### src/rtl/range_pkg.sv
// Shared types and helpers for the range tracker slice.
package range_pkg;

    typedef enum logic {
        IDLE,
        ACTIVE
    } state_t;

    // All-ones value of a counter of the given width.
    function automatic longint unsigned cnt_max(input int unsigned w);
        return (64'd1 << w) - 64'd1;
    endfunction

endpackage

### src/rtl/range_cmp.sv
// Folds one sample into a running min/max pair, signed or unsigned.
module range_cmp #(
    parameter int unsigned WIDTH  = 10,
    parameter bit          SIGNED = 1'b0
) (
    input  logic [WIDTH-1:0] cur_min,
    input  logic [WIDTH-1:0] cur_max,
    input  logic [WIDTH-1:0] sample,
    output logic [WIDTH-1:0] new_min,
    output logic [WIDTH-1:0] new_max
);

    logic below_min;
    logic above_max;

    always_comb begin
        below_min = 1'b0;
        above_max = 1'b0;
        if (SIGNED) begin
            below_min = $signed(sample) < $signed(cur_min);
            above_max = $signed(sample) > $signed(cur_max);
        end else begin
            below_min = sample < cur_min;
            above_max = sample > cur_max;
        end
        new_min = below_min ? sample : cur_min;
        new_max = above_max ? sample : cur_max;
    end

endmodule

### src/rtl/range_tracker.sv
// Tracks min, max, range and sample count of data_in over a go..finish window;
// results are held in output registers until the next window completes.
module range_tracker
    import range_pkg::*;
#(
    parameter int unsigned WIDTH     = 10,
    parameter int unsigned CNT_WIDTH = 8,
    parameter bit          SIGNED    = 1'b0
) (
    input  logic                 clock,
    input  logic                 reset,
    input  logic [WIDTH-1:0]     data_in,
    input  logic                 go,
    input  logic                 finish,
    output logic [WIDTH-1:0]     range,
    output logic [WIDTH-1:0]     min_out,
    output logic [WIDTH-1:0]     max_out,
    output logic [CNT_WIDTH-1:0] count_out,
    output logic                 done,
    output logic                 error,
    output logic                 overflow
);

    localparam logic [CNT_WIDTH-1:0] CMAX = CNT_WIDTH'(cnt_max(CNT_WIDTH));

    state_t               state;
    logic [WIDTH-1:0]     cur_min;
    logic [WIDTH-1:0]     cur_max;
    logic [CNT_WIDTH-1:0] cur_cnt;
    logic                 cur_sat;

    logic [WIDTH-1:0]     new_min;
    logic [WIDTH-1:0]     new_max;
    logic [CNT_WIDTH-1:0] nxt_cnt;
    logic                 nxt_sat;

    range_cmp #(
        .WIDTH  (WIDTH),
        .SIGNED (SIGNED)
    ) u_cmp (
        .cur_min (cur_min),
        .cur_max (cur_max),
        .sample  (data_in),
        .new_min (new_min),
        .new_max (new_max)
    );

    // Overflow means a sample arrived while the counter was already pinned.
    always_comb begin
        nxt_cnt = (cur_cnt == CMAX) ? cur_cnt : cur_cnt + CNT_WIDTH'(1);
        nxt_sat = cur_sat | (cur_cnt == CMAX);
    end

    always_ff @(posedge clock or posedge reset) begin
        if (reset) begin
            state     <= IDLE;
            cur_min   <= '0;
            cur_max   <= '0;
            cur_cnt   <= '0;
            cur_sat   <= 1'b0;
            range     <= '0;
            min_out   <= '0;
            max_out   <= '0;
            count_out <= '0;
            done      <= 1'b0;
            error     <= 1'b0;
            overflow  <= 1'b0;
        end else begin
            done <= 1'b0;
            case (state)
                IDLE: begin
                    if (finish) begin
                        error <= 1'b1;
                    end else if (go) begin
                        cur_min <= data_in;
                        cur_max <= data_in;
                        cur_cnt <= CNT_WIDTH'(1);
                        cur_sat <= 1'b0;
                        error   <= 1'b0;
                        state   <= ACTIVE;
                    end
                end
                ACTIVE: begin
                    if (go) begin
                        error <= 1'b1;
                    end
                    cur_min <= new_min;
                    cur_max <= new_max;
                    cur_cnt <= nxt_cnt;
                    cur_sat <= nxt_sat;
                    if (finish) begin
                        min_out   <= new_min;
                        max_out   <= new_max;
                        range     <= new_max - new_min;
                        count_out <= nxt_cnt;
                        overflow  <= nxt_sat;
                        done      <= 1'b1;
                        state     <= IDLE;
                    end
                end
                default: state <= IDLE;
            endcase
        end
    end

endmodule

### config.mk
export PLATFORM = sky130hd
export DESIGN_NAME = range_tracker
export DESIGN_NICKNAME = d
export VERILOG_FILES = /design/src/rtl/range_pkg.sv /design/src/rtl/range_cmp.sv /design/src/rtl/range_tracker.sv
export SDC_FILE = /design/constraint.sdc
export NUM_CORES = 1
export LEC_CHECK = 0
export CAP_MARGIN = 0
export CORE_MARGIN = 8
export CORE_UTILIZATION = 30
export CTS_BUF_LIST = sky130_fd_sc_hd__clkbuf_4 sky130_fd_sc_hd__clkbuf_8 sky130_fd_sc_hd__clkbuf_16
export DETAILED_ROUTE_END_ITERATION = 10
export PLACE_DENSITY = 0.52
export SLEW_MARGIN = 20
export SYNTH_ARGS = -nofsm -noshare
export SYNTH_HDL_FRONTEND = slang
export SYNTH_SLANG_ARGS = --single-unit
### constraint.sdc
create_clock -name clock -period 5.9 [get_ports clock]
set_input_delay 0.885 -clock clock [delete_from_list [all_inputs] [get_ports clock]]
set_output_delay 0.885 -clock clock [all_outputs]
set_load 0.01 [all_outputs]
==> impl_metrics.py, run 1 <==
metrics = {
    "outcome": {
        "run_status": "complete, no violations",
    },
    "yosys": {
        "syn_inst": 404,
        "ys_seq_area_share_pct": 45.1,
        "synth_edf_count": 0,
        "synth_seq_cells": 71,
        "syn_area_per_cell_sq_um": 9.75,
        "syn-num-nets": 448,
        "yosysTopAreaCell": "dfrtp_1",
        "async_flop_share_pct": 100,
        "yosys_warnings": 0,
        "synthesis.area_sq_mm": 0.00394,
        "synth_area_leaders": "dfrtp_1 45%, ha_1 9.2%, mux2_2 6.6%",
        "synth_flop_cell": "dfrtp_1",
        "synth_cell_types": 50,
        "yosysTopAreaCellShare_pct": 45.1,
    },
    "hold_path": {
        "hold_class": "flip-flop to flip-flop",
        "hp-start": "min_out[8]",
        "hold_depth": 2,
        "min_to": "min_out[8]",
    },
    "finish": {
        "final_common_cell": "dfrtp_1",
        "n_antenna_cell": 0,
        "utilization_pct": 38.8,
        "multi_input_area_sq_mm": 0.00197,
        "drive_above_1_share_pct": 10.9,
        "area_growth_syn_to_layout_pct": 28.5,
        "fill_cells": 1343,
        "post_layout_nonfiller_instances": 636,
        "final_nets": 499,
        "regArea_sq_mm": 0.00178,
        "final_cell_mix": "71 x dfrtp_1, 61 x nand2_1, 54 x clkdlybuf4s50_1",
    },
    "clock_tree": {
        "cts_sinks": 71,
        "clkTransAtPathRegs_ns": 0.06,
        "numCtsBuffers": 9,
        "clk_latency_ns": 0.33,
        "cts_max_level": 3,
        "cts_root_buffer": "clkbuf_16",
        "cts_buffer_depth": 2,
        "post_cts_buffers": 0,
        "cts_resized": 0,
        "cts_tree": "done",
        "cts_hold_buffers": 0,
    },
    "sta": {
        "skew_ns": 0.00856,
        "rsz0062_at_grt": "false",
        "max-slew-margin-rel_pct": 39.2,
        "hold_violations": 0,
        "slew_violations": 0,
        "fin_crit_sh_pct": 82.8,
        "worst_pin_slew_ns": 0.912,
        "fmax_mhz": 205,
        "setup_viol": 0,
        "setup_tns_ns": 0,
        "holdWs_ns": 0.473,
        "fin_crit_ns": 4.88,
    },
    "die": {
        "core_sq_mm": 0.0130,
        "die_h_um": 131,
        "num_rows": 42,
        "die_area_sq_mm": 0.0170,
        "die_w_um": 131,
        "ioPinCount": 55,
        "start_util_pct": 30.2,
    },
    "place": {
        "gp_congestion": 0.894,
        "dpl.hpwl_um": 7300,
        "dp.cells": 620,
        "portBuffers": 54,
    },
    "critical_path": {
        "r2r_slack_ns": 1.72,
        "cp.required_ns": 6.11,
        "cp-end-kind": "flip-flop",
        "crit_fanout": 10,
        "worstPathArrival_ns": 5.10,
        "start_kind": "input port",
        "r2r_end": "range[9]",
        "r2r-start": "cur_max[9]",
        "crit_type": "input port to flip-flop",
        "reg2reg_depth": 16,
    },
    "flow_run": {
        "maxCapViolCount": 0,
    },
    "drt": {
        "drc_errors": 0,
        "vias_per_cell": 4.76,
        "wl_per_cell_um": 15.3,
        "ant_nets": 0,
        "wirelength_um": 9730,
        "dr.pass1.iters": 5,
        "vias": 3027,
        "drt-initial-drc-count": 161,
    },
    "power_and_ir_drop": {
        "vdd_drop_max_mv": 0.173,
        "leakagePower_nw": 2.32,
        "power_density_mw_per_mm2": 520,
    },
    "global_routing": {
        "grt_overflow_total": 0,
        "grt_max_degree": 72,
        "grt_pass1_vias": 2950,
        "antenna_found_initial": 0,
        "grt_use_total_pct": 12.1,
        "grt_pass1_wl_um": 15800,
    },
}
## how the worst max path moves through the flow
| stage | from | to | slack [ns] | depth (start not counted) |
|---|---|---|---|---|
| finish | data_in[5] | range[9] | 1.02 | 16 |
| global route | data_in[5] | range[9] | 0.57 | 16 |
| CTS | data_in[5] | range[9] | 1.0 | 16 |
| detailed placement | data_in[5] | range[9] | 0.69 | 16 |
| global placement | data_in[3] | range[9] | 0.80 | 16 |
| floorplan | data_in[3] | range[9] | 1.94 | 16 |
## cells by family after synthesis
kind of cell               synth area share [%]
AOI/OAI and AO/OA                          14.9
muxes                                      10.1
adders and majority gates                  9.72
DFF                                        45.1
and+or+nand+nor                            14.2
xor gates and xnor gates                   1.11
buffers and inverters                      4.80
## state kept, by name, indices dropped and copies added (netlist names)
| name | cells |
|---|---|
| done | 1 |
| cur_cnt | 8 |
| cur_sat | 1 |
| range | 10 |
| cur_min | 10 |
| min_out | 10 |
| error | 1 |
| cur_max | 10 |
| count_out | 8 |
| overflow | 1 |
| state | 1 |
| max_out | 10 |
## through the flow
stage / setup slack, ns / power (mW) / instance area (sq um)
after floorplan: 1.94 / 1.45 / 3940
after CTS: 0.996 / 2.66 / 5060
after global routing: 0.565 / 2.82 / 5060
final: 1.02 / 2.63 / 5060
after detailed placement: 0.686 / 1.89 / 4650
after global placement: 0.805 / 1.87 / 4650
## critical path: stages
cell	delay, ns
clkdlybuf4s50_1	0.51
ha_1	0.37
nand4_1	0.17
a211oi_1	0.35
a2111o_1	0.20
o31a_1	0.56
mux2i_1	0.42
inv_1	0.08
ha_1	0.27
nor2b_1	0.13
o21a_1	0.17
o21ai_0	0.20
a21oi_1	0.14
a31oi_1	0.23
a211oi_1	0.08
a311o_1	0.33
## final cells by class
type,instances,area share [%]
Timing Repair Buffer,57,11.1
Clock buffer,10,4.60
Inverter,31,2.30
Multi-Input combinational cell,285,39.0
Tap cell,176,4.35
Clock inverter,6,3.56
Sequential cell,71,35.1
## cell usage after synthesis (3+ instances only)
master	n
and2_1	3
nand2_1	61
o31ai_1	4
o21ai_0	36
a21o_1	5
nand3_1	5
inv_1	31
dfrtp_1	71
ha_1	29
mux2i_1	14
and3_1	4
nand4_1	4
a21oi_1	16
clkbuf_1	13
mux2_2	23
nand2b_1	4
xnor2_1	3
a211oi_1	8
o21ai_1	3
and4_1	3
nor3_1	7
nor2b_1	3
nor2_1	16
a31oi_1	5
## where the power goes
group	internal (mW)	switching, mW	leakage (nW)
registers	0.642	0.108	0.886
clock network	0.546	0.209	0.200
logic	0.537	0.589	1.23
## metal layers
| metal | vias to the layer above | global-route usage, % | wire [um] |
|---|---|---|---|
| met5 | - | 0 | 0 |
| met4 | 0 | 4.05 | 114 |
| met3 | 8 | 3.17 | 499 |
| met2 | 55 | 18.2 | 4290 |
| met1 | 1437 | 16.3 | 4820 |
| li1 | 1527 | - | - |
No activity file was read; power rests on OpenSTA's default activity.
==> run 2, diff against run 1 <==
==> constraint.sdc (replaced) <==
create_clock -name clock -period 4.9 [get_ports clock]
set_input_delay 0.735 -clock clock [delete_from_list [all_inputs] [get_ports clock]]
set_output_delay 0.735 -clock clock [all_outputs]
set_load 0.01 [all_outputs]
==> impl_metrics.py, run 2 (same netlist as run 1, synthesis figures left out) <==
metrics = {
    "hold_path": {
        "hold_depth": 2,
        "hp-start": "max_out[8]",
        "hold_class": "flip-flop to flip-flop",
        "min_to": "max_out[8]",
    },
    "sta": {
        "setup_viol": 0,
        "setup_tns_ns": 0,
        "fin_crit_sh_pct": 90.7,
        "max-slew-margin-rel_pct": 42.4,
        "timing.final.ws_setup_ns": 0.456,
        "rsz0062_at_grt": "false",
        "skew_ns": 0.00966,
        "fin_crit_ns": 4.44,
        "hold_violations": 0,
        "worst_pin_slew_ns": 0.863,
        "slew_violations": 0,
        "fmax_mhz": 225,
    },
    "clock_tree": {
        "cts_resized": 0,
        "clkTransAtPathRegs_ns": 0.05,
        "cts_max_level": 3,
        "cts_hold_buffers": 0,
        "numCtsBuffers": 9,
        "cts_sinks": 71,
        "clk_latency_ns": 0.34,
        "cts_buffer_depth": 2,
        "post_cts_buffers": 0,
        "cts_tree": "done",
        "cts_root_buffer": "clkbuf_16",
    },
    "outcome": {
        "run_status": "complete, no violations",
    },
    "die": {
        "num_rows": 42,
        "core_sq_mm": 0.0130,
        "die_h_um": 131,
        "die_w_um": 131,
        "die_area_sq_mm": 0.0170,
        "ioPinCount": 55,
        "start_util_pct": 30.2,
    },
    "drt": {
        "vias": 3086,
        "wl_per_cell_um": 15.4,
        "vias_per_cell": 4.81,
        "drc_errors": 0,
        "dr.pass1.iters": 4,
        "wirelength_um": 9870,
        "ant_nets": 0,
        "drt-initial-drc-count": 173,
    },
    "power_and_ir_drop": {
        "power_density_mw_per_mm2": 585,
        "leakagePower_nw": 2.30,
        "p_int_mw": 1.86,
        "pwr-share-comb_pct": 46.4,
        "p_clk_share_pct": 22.9,
        "switchingPower_mw": 1.07,
        "netSwitchingFraction_pct": 36.6,
        "pwr-share-seq_pct": 30.8,
        "vdd_drop_max_mv": 0.158,
        "fin_total_pwr_mw": 2.93,
    },
    "finish": {
        "n_antenna_cell": 0,
        "drive_above_1_share_pct": 12.2,
        "final_common_cell": "dfrtp_1",
        "utilization_pct": 38.4,
        "multi_input_area_sq_mm": 0.00197,
        "final_nets": 506,
        "area_growth_syn_to_layout_pct": 27.1,
        "regArea_sq_mm": 0.00178,
        "final_area_sq_mm": 0.00501,
        "final_cell_mix": "71 x dfrtp_1, 61 x nand2_1, 54 x clkdlybuf4s50_1",
        "fill_cells": 1322,
    },
    "critical_path": {
        "cp_top_family": "compound AO/OA/AOI/OAI gates",
        "crit_type": "input port to flip-flop",
        "start_kind": "input port",
        "cp-end-kind": "flip-flop",
        "critPathSlowestCell": "clkdlybuf4s50_1",
        "reg2reg_depth": 16,
        "r2r_end": "range[8]",
        "worstPathArrival_ns": 4.71,
        "r2r-start": "cur_max[3]",
        "crit_fanout": 9,
        "path_cells": "clkdlybuf4s50_1 -> ha_1 -> nand4_1 -> a211oi_1 -> a2111o_1 -> o31a_2 -> mux2i_1 -> ha_1 -> fa_1 -> nor2b_1 -> o21ai_0 -> a21oi_1 -> o21ai_1 -> a21oi_1 -> or4_1 -> nand3_1",
        "critPathBufInv": 1,
        "cpPeakStageDelay_ns": 0.52,
        "r2r_slack_ns": 1.01,
        "cp.required_ns": 5.17,
    },
    "place": {
        "dpl.hpwl_um": 7480,
        "placed_cell_area_sq_mm": 0.00470,
        "gp_congestion": 0.851,
        "portBuffers": 54,
        "place_ws_ns": -0.0248,
    },
    "global_routing": {
        "antenna_found_initial": 0,
        "grt_overflow_total": 0,
        "grt_pass1_wl_um": 15800,
        "grt_max_degree": 45,
        "grt_pass1_vias": 2954,
        "grt_use_total_pct": 12.1,
    },
    "flow_run": {
        "maxCapViolCount": 0,
    },
}
## run 2: area by class of cell
class	count	area share (%)
Multi-Input combinational cell	285	39.4
Timing Repair Buffer	64	12.3
Tap cell	176	4.40
Inverter	31	2.35
Clock buffer	12	5.20
Clock inverter	3	0.850
Sequential cell	71	35.5
## run 2: worst max path at each step
| stage | start | endpoint | slack, ns | cells past startpoint |
|---|---|---|---|---|
| floorplan | data_in[3] | range[9] | 1.09 | 16 |
| global placement | data_in[5] | range[8] | 0.13 | 16 |
| detailed placement | data_in[5] | range[8] | -0.02 | 15 |
| CTS | data_in[5] | range[8] | 0.31 | 16 |
| global route | data_in[5] | range[9] | 0.17 | 16 |
| finish | data_in[5] | range[8] | 0.46 | 16 |
## run 2: metal layers
layer / global-route usage, % / share of wire, % / up-vias
li1: - / - / 1543
met4: 4.93 / 1.6 / 0
met2: 17.3 / 42 / 67
met5: 0 / 0 / -
met3: 2.96 / 5.1 / 12
met1: 17.0 / 51 / 1464
## run 2: stage by stage
| step | cells | hold slack [ns] |
|---|---|---|
| final | 642 | 0.474 |
| after global routing | 642 | 0.493 |
| after CTS | 642 | 0.483 |
| after detailed placement | 627 | 0.469 |
| after global placement | 627 | 0.463 |
| after floorplan | 404 | 0.450 |
## run 2: power groups by stage
stage	sequential [mW]	combinational, mW	clock, mW
final	0.901	1.36	0.670
after global routing	0.930	1.50	0.714
after CTS	0.905	1.37	0.686
after detailed placement	0.916	1.36	0
after global placement	0.911	1.35	0
after floorplan	0.931	0.817	0
## run 2: worst reg2reg max path, stage by stage, from the launching register on
cell and delay (ns):
dfrtp_1 0.36, inv_1 0.05, ha_1 0.31, nand4_1 0.19, a211oi_1 0.37, a2111o_1 0.21, o31a_2 0.32, mux2i_1 0.34
ha_1 0.25, fa_1 0.22, nor2b_1 0.06, o21ai_0 0.19, a21oi_1 0.12, o21ai_1 0.15, a21oi_1 0.11, or4_1 0.48
nand3_1 0.09
==> run 3, diff against run 2 <==
--- a/config.mk
+++ b/config.mk
@@ -15,3 +15,4 @@
 export SYNTH_ARGS = -nofsm -noshare
 export SYNTH_HDL_FRONTEND = slang
 export SYNTH_SLANG_ARGS = --single-unit
+export TNS_END_PERCENT = 30
==> results of run 3 <==
Final layout, timing and power as in run 2 (identical DEF).
